<file path="src/rtl/uart_mmio_pkg.sv">
// Shared definitions for the UART MMIO controller: register addresses,
// status bit positions and the address decoder.
package uart_mmio_pkg;

  localparam logic [31:0] UART_TX_STAT = 32'h8000_0000;
  localparam logic [31:0] UART_RX_STAT = 32'h8000_0004;
  localparam logic [31:0] UART_TX_DATA = 32'h8000_0008;
  localparam logic [31:0] UART_RX_DATA = 32'h8000_000C;
  localparam logic [31:0] UART_CYC_CNT = 32'h8000_0010;

  localparam int STAT_RDY_BIT = 0;
  localparam int STAT_OVF_BIT = 1;

  typedef enum logic [2:0] {
    SEL_NONE    = 3'd0,
    SEL_TX_STAT = 3'd1,
    SEL_RX_STAT = 3'd2,
    SEL_TX_DATA = 3'd3,
    SEL_RX_DATA = 3'd4,
    SEL_CYC_CNT = 3'd5
  } reg_sel_e;

  // Full 32-bit compare; anything else is unmapped.
  function automatic reg_sel_e decode_addr(input logic [31:0] a);
    case (a)
      UART_TX_STAT: decode_addr = SEL_TX_STAT;
      UART_RX_STAT: decode_addr = SEL_RX_STAT;
      UART_TX_DATA: decode_addr = SEL_TX_DATA;
      UART_RX_DATA: decode_addr = SEL_RX_DATA;
      UART_CYC_CNT: decode_addr = SEL_CYC_CNT;
      default:      decode_addr = SEL_NONE;
    endcase
  endfunction

endpackage

</file>
<file path="src/rtl/uart_mmio_ctrl_sync_fifo.sv">
// Synchronous FIFO with wrap-bit pointers. Pop of an empty FIFO is ignored;
// a push while full is taken only when a pop frees the slot in the same cycle.
module sync_fifo #(
  parameter int WIDTH = 8,
  parameter int DEPTH = 4
) (
  input  logic             clk,
  input  logic             rst,
  input  logic             push,
  input  logic             pop,
  input  logic [WIDTH-1:0] din,
  output logic             full,
  output logic             empty,
  output logic [WIDTH-1:0] head
);

  localparam int AW = $clog2(DEPTH);

  logic [WIDTH-1:0] r_mem [DEPTH];
  logic [AW:0]      r_wr_ptr;
  logic [AW:0]      r_rd_ptr;
  logic             w_do_push;
  logic             w_do_pop;

  assign empty     = (r_wr_ptr == r_rd_ptr);
  assign full      = (r_wr_ptr[AW-1:0] == r_rd_ptr[AW-1:0]) && (r_wr_ptr[AW] != r_rd_ptr[AW]);
  assign head      = r_mem[r_rd_ptr[AW-1:0]];
  assign w_do_pop  = pop && !empty;
  assign w_do_push = push && (!full || w_do_pop);

  always_ff @(posedge clk or posedge rst) begin
    if (rst) begin
      r_wr_ptr <= '0;
      r_rd_ptr <= '0;
    end else begin
      if (w_do_push) r_wr_ptr <= r_wr_ptr + {{AW{1'b0}}, 1'b1};
      if (w_do_pop)  r_rd_ptr <= r_rd_ptr + {{AW{1'b0}}, 1'b1};
    end
  end

  // Storage carries no reset; contents are meaningless while empty.
  always_ff @(posedge clk) begin
    if (w_do_push) r_mem[r_wr_ptr[AW-1:0]] <= din;
  end

endmodule

</file>
<file path="src/rtl/uart_mmio_ctrl.sv">
// Memory-mapped UART controller with TX/RX byte FIFOs and registered rdata.
// Optional free-running cycle counter at 0x8000_0010 under UART_MMIO_CYCLE_CNT_EN.
module uart_mmio_ctrl
  import uart_mmio_pkg::*;
#(
  parameter int TX_DEPTH = 4,
  parameter int RX_DEPTH = 4
) (
  input  logic        clk,
  input  logic        rst,
  input  logic [31:0] addr,
  input  logic [31:0] wdata,
  input  logic        we,
  input  logic        re,
  output logic [31:0] rdata,
  output logic [7:0]  tx_data,
  output logic        tx_valid,
  input  logic        tx_ready,
  input  logic [7:0]  rx_data,
  input  logic        rx_valid,
  output logic        rx_ready
);

  reg_sel_e    w_sel;
  logic        w_rd_only;
  logic        w_tx_push, w_tx_pop, w_tx_full, w_tx_empty;
  logic        w_rx_push, w_rx_pop, w_rx_full, w_rx_empty;
  logic [7:0]  w_rx_head;
  logic [31:0] w_rd_val;
  logic [31:0] w_cyc_val;
  logic        w_unused;
  logic        r_tx_ovf;
  logic [31:0] r_rdata;

  assign w_sel     = decode_addr(addr);
  assign w_rd_only = re && !we;
  assign w_unused  = ^wdata[31:8];

  assign w_tx_push = we && (w_sel == SEL_TX_DATA);
  assign w_tx_pop  = tx_ready && !w_tx_empty;
  assign tx_valid  = !w_tx_empty;

  assign rx_ready  = !rst && !w_rx_full;
  assign w_rx_push = rx_valid && rx_ready;
  assign w_rx_pop  = w_rd_only && (w_sel == SEL_RX_DATA) && !w_rx_empty;

  sync_fifo #(.WIDTH(8), .DEPTH(TX_DEPTH)) u_tx_fifo (
    .clk(clk), .rst(rst), .push(w_tx_push), .pop(w_tx_pop), .din(wdata[7:0]),
    .full(w_tx_full), .empty(w_tx_empty), .head(tx_data)
  );

  sync_fifo #(.WIDTH(8), .DEPTH(RX_DEPTH)) u_rx_fifo (
    .clk(clk), .rst(rst), .push(w_rx_push), .pop(w_rx_pop), .din(rx_data),
    .full(w_rx_full), .empty(w_rx_empty), .head(w_rx_head)
  );

`ifdef UART_MMIO_CYCLE_CNT_EN
  logic [31:0] r_cyc_cnt;

  always_ff @(posedge clk or posedge rst) begin
    if (rst)                               r_cyc_cnt <= 32'd0;
    else if (we && (w_sel == SEL_CYC_CNT)) r_cyc_cnt <= 32'd0;
    else                                   r_cyc_cnt <= r_cyc_cnt + 32'd1;
  end

  assign w_cyc_val = r_cyc_cnt;
`else
  assign w_cyc_val = 32'd0;
`endif

  always_comb begin
    w_rd_val = 32'd0;
    case (w_sel)
      SEL_TX_STAT: begin
        w_rd_val[STAT_RDY_BIT] = !w_tx_full;
        w_rd_val[STAT_OVF_BIT] = r_tx_ovf;
      end
      SEL_RX_STAT: w_rd_val[STAT_RDY_BIT] = !w_rx_empty;
      SEL_RX_DATA: w_rd_val = w_rx_empty ? 32'd0 : {24'd0, w_rx_head};
      SEL_CYC_CNT: w_rd_val = w_cyc_val;
      default:     w_rd_val = 32'd0;
    endcase
  end

  // A dropped push sets the flag; a concurrent status read still sees the old value.
  always_ff @(posedge clk or posedge rst) begin
    if (rst)                                          r_tx_ovf <= 1'b0;
    else if (w_tx_push && w_tx_full && !w_tx_pop)     r_tx_ovf <= 1'b1;
    else if (w_rd_only && (w_sel == SEL_TX_STAT))     r_tx_ovf <= 1'b0;
    else                                              r_tx_ovf <= r_tx_ovf;
  end

  always_ff @(posedge clk or posedge rst) begin
    if (rst)     r_rdata <= 32'd0;
    else if (re) r_rdata <= we ? 32'd0 : w_rd_val;
    else         r_rdata <= r_rdata;
  end

  assign rdata = r_rdata;

endmodule
</file>
<file path="config.mk">
export PLATFORM = sky130hd
export DESIGN_NAME = uart_mmio_ctrl
export DESIGN_NICKNAME = d
export VERILOG_FILES = /design/src/rtl/uart_mmio_pkg.sv /design/src/rtl/uart_mmio_ctrl_sync_fifo.sv /design/src/rtl/uart_mmio_ctrl.sv
export SDC_FILE = /design/constraint.sdc
export NUM_CORES = 1
export LEC_CHECK = 0
export CAP_MARGIN = 20
export CORE_UTILIZATION = 50
export DETAILED_ROUTE_END_ITERATION = 10
export PLACE_DENSITY = 0.92
export SKIP_LAST_GASP = 1
export SYNTH_ARGS = -nofsm -noshare
export SYNTH_HDL_FRONTEND = slang
export SYNTH_SLANG_ARGS = --single-unit
</file>
<file path="constraint.sdc">
create_clock -name clk -period 3.3 [get_ports clk]
set_input_delay 0.66 -clock clk [delete_from_list [all_inputs] [get_ports clk]]
set_output_delay 0.66 -clock clk [all_outputs]
set_load 0.02 [all_outputs]
</file>
# [Word-level counts from Yosys, hierarchy flattened]
# Memories as Yosys holds them, arrays and structs flattened.
# Index checks and enable logic that the tools add are counted.
[totals] reg_bits=45 latchBits=0 ramBits=64 mem_bits_ro=0 input_bits=78 wordCells=65 n_memories=2
[classes] add_sub_neg=4 n_mul=0 n_div=0 magnitude_cmp=0 eq_ne=15 shift=0 n_mux=12 bitwise_logic=0 n_reduce_logical=26
[mem_list] memory="u_rx_fifo.r_mem" words=4 word_bits=8 rd=1 rd_clocked_by_memory_dff=0 wr=1 line_no="uart_mmio_ctrl_sync_fifo.sv:19" source="logic [WIDTH-1:0] r_mem [DEPTH];"
[mem_list] memory="u_tx_fifo.r_mem" words=4 word_bits=8 rd=1 rd_clocked_by_memory_dff=0 wr=1 line_no="uart_mmio_ctrl_sync_fifo.sv:19"
[ops] cell="32-bit == test (second input constant)" n=5
[ops] cell="32-bit 2-to-1 mux" n=1
[ops] cell="1-bit logical AND" n=16
[ops] cell="3-bit case mux with 5 select lines" n=1
[ops] cell="3-bit by 1-bit adder with 3-bit output (second input constant)" n=4
[ops] cell="8-bit 2-to-1 mux" n=1
[ops] cell="1-bit zero test" n=7
[ops] cell="3-bit by 2-bit == test with 1-bit output (second input constant)" n=2
[ops] cell="3-bit == test" n=2
[ops] cell="1-bit 2-to-1 mux" n=6
[ops] cell="6-bit 2-to-1 mux" n=1
[ops] cell="2-bit == test" n=2
[ops] cell="3-bit by 1-bit == test with 1-bit output (second input constant)" n=1
[ops] cell="3-bit == test (second input constant)" n=1
[ops] cell="1-bit case mux with 3 select lines" n=1
[ops] cell="1-bit logical OR" n=2
[ops] cell="1-bit != test" n=2
[ops] cell="1-bit case mux with 2 select lines" n=1
[ops] cell="2-bit nonzero test" n=1

# [Longest topological paths before layout]
# Gate-level depths: netlist (run 1).
[logic_depth] word_depth=10 mapped_depth=7 ltp_nobuf=5

# [Modules after synthesis]
# A second synthesis (run 1) with hierarchy kept.
[hier_totals] hier_cells=231 area_unflattened_um2=4030.1
[modules_own_cells] module="sync_fifo" instances=2 cells_each=78 area_each_um2=1651.6
[modules_own_cells] module="uart_mmio_ctrl" instances=1 cells_each=75 area_each_um2=726.9

# [Least setup slack after synthesis (run 1)]
# Ideal clock, no wire load.
[synth_path] path_kind="input to register" startpoint="in addr[1]" endpoint="mem u_tx_fifo.r_mem[3][0] (enable)" setup_time_ps=332 arrival_time_ps=2361 t_required_ps=2968 path_slack_ps=607 cell_stages=5 path_buffers=0 cell_sequence="or4_4 -> or3_2 -> nor3_4 -> and3_1 -> and2_1"
[synth_between] elab_chain_cells=7 word_cells_on_any_way=11 classes_between="6 x eq/ne; 3 x mux; 2 x reduce/logical"
[synth_lines] element="start: declaration" line_no="uart_mmio_ctrl.sv:11" source="input logic [31:0] addr,"
[synth_lines] element="32-bit == test" line_no="uart_mmio_pkg.sv:25" source="case (a)"
[synth_lines] element="3-bit case mux with 5 select lines *" line_no="uart_mmio_pkg.sv:25"
[synth_lines] element="3-bit by 2-bit == test with 1-bit output *" line_no="uart_mmio_ctrl.sv:39" source="assign w_tx_push = we && (w_sel == SEL_TX_DATA);"
[synth_lines] element="1-bit logical AND *" line_no="uart_mmio_ctrl.sv:39"
[synth_lines] element="1-bit logical AND *" line_no="uart_mmio_ctrl_sync_fifo.sv:29" source="assign w_do_push = push && (!full || w_do_pop);"
[synth_lines] element="1-bit 2-to-1 mux *" line_no="uart_mmio_ctrl_sync_fifo.sv:43" source="if (w_do_push) r_mem[r_wr_ptr[AW-1:0]] <= din;"
[synth_lines] element="1-bit 2-to-1 mux (not written as such) *" line_no="uart_mmio_ctrl_sync_fifo.sv:43"
[synth_lines] element="end: declaration" line_no="uart_mmio_ctrl_sync_fifo.sv:19"
# Every way passes the cells marked *; elsewhere a longest branch is shown, timed or not.

# [Worst setup path after layout (run 1)]
[layout_path] startpoint="reg u_tx_fifo.r_rd_ptr[0]" endpoint="out tx_data[5]"
[layout_between] elab_chain_cells=1
[layout_lines] element="start: declaration" line_no="uart_mmio_ctrl_sync_fifo.sv:21" source="logic [AW:0] r_rd_ptr;"
[layout_lines] element="start signal: assignment" line_no="uart_mmio_ctrl_sync_fifo.sv:37" source="if (w_do_pop) r_rd_ptr <= r_rd_ptr + {{AW{1'b0}}, 1'b1};"
[layout_lines] element="memory read 4 x 8 bit"
[layout_lines] element="end: declaration" line_no="uart_mmio_ctrl.sv:16" source="output logic [7:0] tx_data,"
# Every way passes these cells.

==> summary.txt, run 1 <==
=================================================================================================
Routed met1 length .................................................................      2505 µm
Leakage power total ................................................................  0.001831 µW
Kind of start point of the critical path ...........................................         flop
CP max-delay cell .................................................................. sky130_fd_sc_hd__dfrtp_1
Via-per-instance ratio .............................................................        5.180
Endpoint class of the critical path ................................................ primary output
Met2 Wirelength ....................................................................      4128 µm
Drt pass-1 iters ...................................................................            4
Slew Viols, Final ..................................................................            0
Relative max-transition margin .....................................................       47.76%
Worst setup skew after layout ......................................................  0.009331 ns
Number of synthesized register bits ................................................           85
IO buf count .......................................................................           71
Main area contributors after synthesis ............................................. sky130_fd_sc_hd__edfxtp_1, sky130_fd_sc_hd__dfrtp_1, sky130_fd_sc_hd__mux4_2
GR Overflow Total ..................................................................            0
Result of the run .................................................................. finished, final reports clean
Final Critical Period ..............................................................     2.909 ns
CTS tree ...........................................................................          yes
Clk pin slew, worst setup/hold paths ...............................................      0.08 ns
Worst setup slack after layout .....................................................    0.3914 ns
Area share of the largest cell type after synthesis ................................       49.81%
Delay of the slowest cell on the worst path ........................................      0.76 ns
Met3 wire length ...................................................................       281 µm
Top-level port count ...............................................................          120
DR top layer .......................................................................         met4
Die area ...........................................................................     8073 µm²
Routed length per placed instance ..................................................     15.97 µm
Worst Setup Path Type ..............................................................      reg2out
Placer Congestion ..................................................................       0.8089
Peak supply drop ...................................................................  0.0003852 V
Via total after detailed routing ...................................................        2,248
Critical path fanouts, max .........................................................           11
Required time at the endpoint of the critical path .................................      2.64 ns
Switching Power ....................................................................     531.4 µW
Seq pwr share ......................................................................        54.3%
Hold Buf Count CTS .................................................................            0
DRC violation count after routing ..................................................            0
Transition time at the pin with the least slew margin ..............................    0.7827 ns
Row Count ..........................................................................           31
Antenna Cells ......................................................................            0
Achievable frequency ...............................................................   0.3438 GHz
Width of the die ...................................................................     89.85 µm
Starting density of the core .......................................................       52.36%
Hpwl dp ............................................................................      5246 µm
Area delta synth->final ............................................................       26.59%
Post-synth top flop ................................................................ sky130_fd_sc_hd__edfxtp_1
Max capacitance violation total ....................................................            0
Yosys synthesis warning count ......................................................            0
Master cell of the clock root buffer ............................................... sky130_fd_sc_hd__clkbuf_8
Fraction of final layout cells sized beyond drive strength 1 .......................       15.52%
Switching share of power ...........................................................       23.15%
CTS buffer count ...................................................................            9
Wire length of the first global-routing pass .......................................    11,300 µm
Count of endpoints failing hold in the final timing report .........................            0
Pwr/cell area ...................................................................... 469.9 nW/µm²
Min-delay worst type ...............................................................      reg2reg
Clock network latency to the later pin of the worst-skew pair ......................      0.34 ns
Largest net degree at the start of global routing ..................................           22
Share of the clock period used by the worst path after layout ......................       88.14%
Synth async-reset ratio ............................................................       24.71%
Post-synthesis cell count ..........................................................          247
Setup repair after global routing missed its margin ................................        false
Number of enable flip-flop cells after synthesis ...................................           64
Int Pwr ............................................................................      1764 µW
Worst slack at placement ...........................................................    0.1755 ns
Endpoint arrival time on the critical path .........................................      2.25 ns
Worst hold slack ...................................................................    0.4966 ns
Core Area ..........................................................................     7370 µm²
Proportion of power drawn by the clock network .....................................        34.3%
Clock sinks ........................................................................           85
Combinational fraction of design power .............................................        11.4%
Die height .........................................................................     89.85 µm
Synthesized area per cell ..........................................................    15.62 µm²
Clock Tree Buf Depth ...............................................................            2
Total negative slack for setup checks ..............................................         0 ns
Number of failing setup endpoints in the final timing report .......................            0
Vias in the first global route .....................................................        2,324
Final net count ....................................................................          418
Sequential area share after synthesis ..............................................       63.42%
Level count of the clock H-tree ....................................................            3
Post-synthesis instance area .......................................................     3859 µm²
Post-CTS setup buffers .............................................................            0
Initial drt markers ................................................................           94
Post-cts sizing count ..............................................................            0
Util after Layout ..................................................................       66.28%
Crit path cell chain ............................................................... mux4_2 > clkdlybuf4s50_1
Total wire length ..................................................................      6930 µm
Antenna Violating Nets Remaining ...................................................            0
Global router's overall resource usage .............................................       18.40%
Number of distinct library cell variants in the gate-level netlist after synthesis .           47
Most area-hungry cell type in the Yosys netlist .................................... sky130_fd_sc_hd__edfxtp_1
Initial antenna violation count ....................................................            0
=================================================================================================
## stage by stage
step,total power [µW],std cells,area (µm²)
after floorplan,1423,270,3945
after global placement,1507,418,4663
after CTS,2324,434,4885
after global routing,2387,434,4885
after detailed placement,1534,418,4663
final,2295,434,4885
## Yosys cell counts (all sizes together) (6+ instances only)
cell    instances
edfxtp         64
buf            28
dfrtp          21
inv            20
mux4           16
ha             10
xnor2           9
and2            6
nand2           6
nor4            6
o22ai           6
## power by group through the flow
stage | clock, µW | sequential (µW) | combinational [µW]
final | 788 | 1250 | 261
after global routing | 853 | 1250 | 282
after global placement | 0 | 1260 | 245
after floorplan | 0 | 1260 | 166
after CTS | 813 | 1250 | 264
after detailed placement | 0 | 1270 | 263
## layer usage
metal / GRT usage (%) / up-vias
met4: 4.301 / 0
met1: 19.18 / 1108
met2: 36.79 / 91
met5: 0 / -
li1: - / 1043
met3: 4.315 / 6
## cell type report
class	instances	area (µm²)
sequential	85	2447
inverter	20	75.07
multi-input combinational	135	1209
tap	99	123.9
clock buffer	9	123.9
timing repair buffer	79	808.3
fill	516	2485
clock inverter	7	97.59
## kinds of logic (layout without fill, tap and decap cells)
kind of cell    count (synthesis)  after routing  share of synthesized area, %
mux                            19             19                         10.31
compound gates                 17             17                         3.146
buf+inv                        50            115                         7.490
xor+xnor                       14             14                         3.178
flops                          85             85                         63.42
fa+ha+maj                      10             10                         3.243
simple gates                   51             51                         9.112
other cells                     1             24                       0.09718
## path summary, 6_finish.rpt
| kind | startpoint | endpoint | slack [ns] | cells past startpoint |
|---|---|---|---|---|
| min in group asynchronous | rst | u_tx_fifo.r_wr_ptr[2] | 0.82 | 2 |
| max in group asynchronous | rst | u_tx_fifo.r_rd_ptr[1] | 1.99 | 2 |
| hold / removal | r_tx_ovf | r_tx_ovf | 0.50 | 1 |
| setup reg to reg | u_tx_fifo.r_rd_ptr[0] | u_tx_fifo.r_mem[2][0] | 0.88 | 6 |
| setup / recovery | u_tx_fifo.r_rd_ptr[0] | tx_data[5] | 0.39 | 2 |
| hold reg to reg | r_tx_ovf | r_tx_ovf | 0.50 | 1 |
## registers in the layout, indices dropped and copies added, names as in the netlist
| name | count |
|---|---|
| u_rx_fifo.r_mem | 32 |
| u_tx_fifo.r_mem | 32 |
| rdata | 8 |
| u_rx_fifo.r_rd_ptr | 3 |
| u_rx_fifo.r_wr_ptr | 3 |
| u_tx_fifo.r_rd_ptr | 3 |
| u_tx_fifo.r_wr_ptr | 3 |
| r_tx_ovf | 1 |
## cell usage in the layout (no fill, tap or decap), types with 3 or more instances in the layout
| cell type | instances |
|---|---|
| sky130_fd_sc_hd__and2_1 | 6 |
| sky130_fd_sc_hd__mux4_2 | 16 |
| sky130_fd_sc_hd__edfxtp_1 | 64 |
| sky130_fd_sc_hd__dfrtp_1 | 21 |
| sky130_fd_sc_hd__nand2_1 | 6 |
| sky130_fd_sc_hd__conb_1 | 24 |
| sky130_fd_sc_hd__clkdlybuf4s50_1 | 71 |
| sky130_fd_sc_hd__inv_1 | 20 |
| sky130_fd_sc_hd__xnor2_1 | 9 |
| sky130_fd_sc_hd__ha_1 | 10 |
| sky130_fd_sc_hd__nor2b_1 | 3 |
| sky130_fd_sc_hd__o22ai_1 | 6 |
| sky130_fd_sc_hd__xor2_1 | 5 |
| sky130_fd_sc_hd__buf_12 | 3 |
| sky130_fd_sc_hd__clkbuf_8 | 9 |
| sky130_fd_sc_hd__and3_1 | 5 |
| sky130_fd_sc_hd__buf_4 | 5 |
| sky130_fd_sc_hd__nor4_1 | 6 |
## critical path: cells and delay by family (launching register included)
kind	cells	cell delay, ns
buf+inv	1	0.55
flops	1	0.76
mux	1	0.60
No activity file was read; power rests on OpenSTA's default activity.
==> run 2, diff against run 1 <==
Settings changed: CTS_CLUSTER_SIZE set to 16.
==> results of run 2 <==
Same layout as run 1: the final DEF is identical, and so are final timing and power.
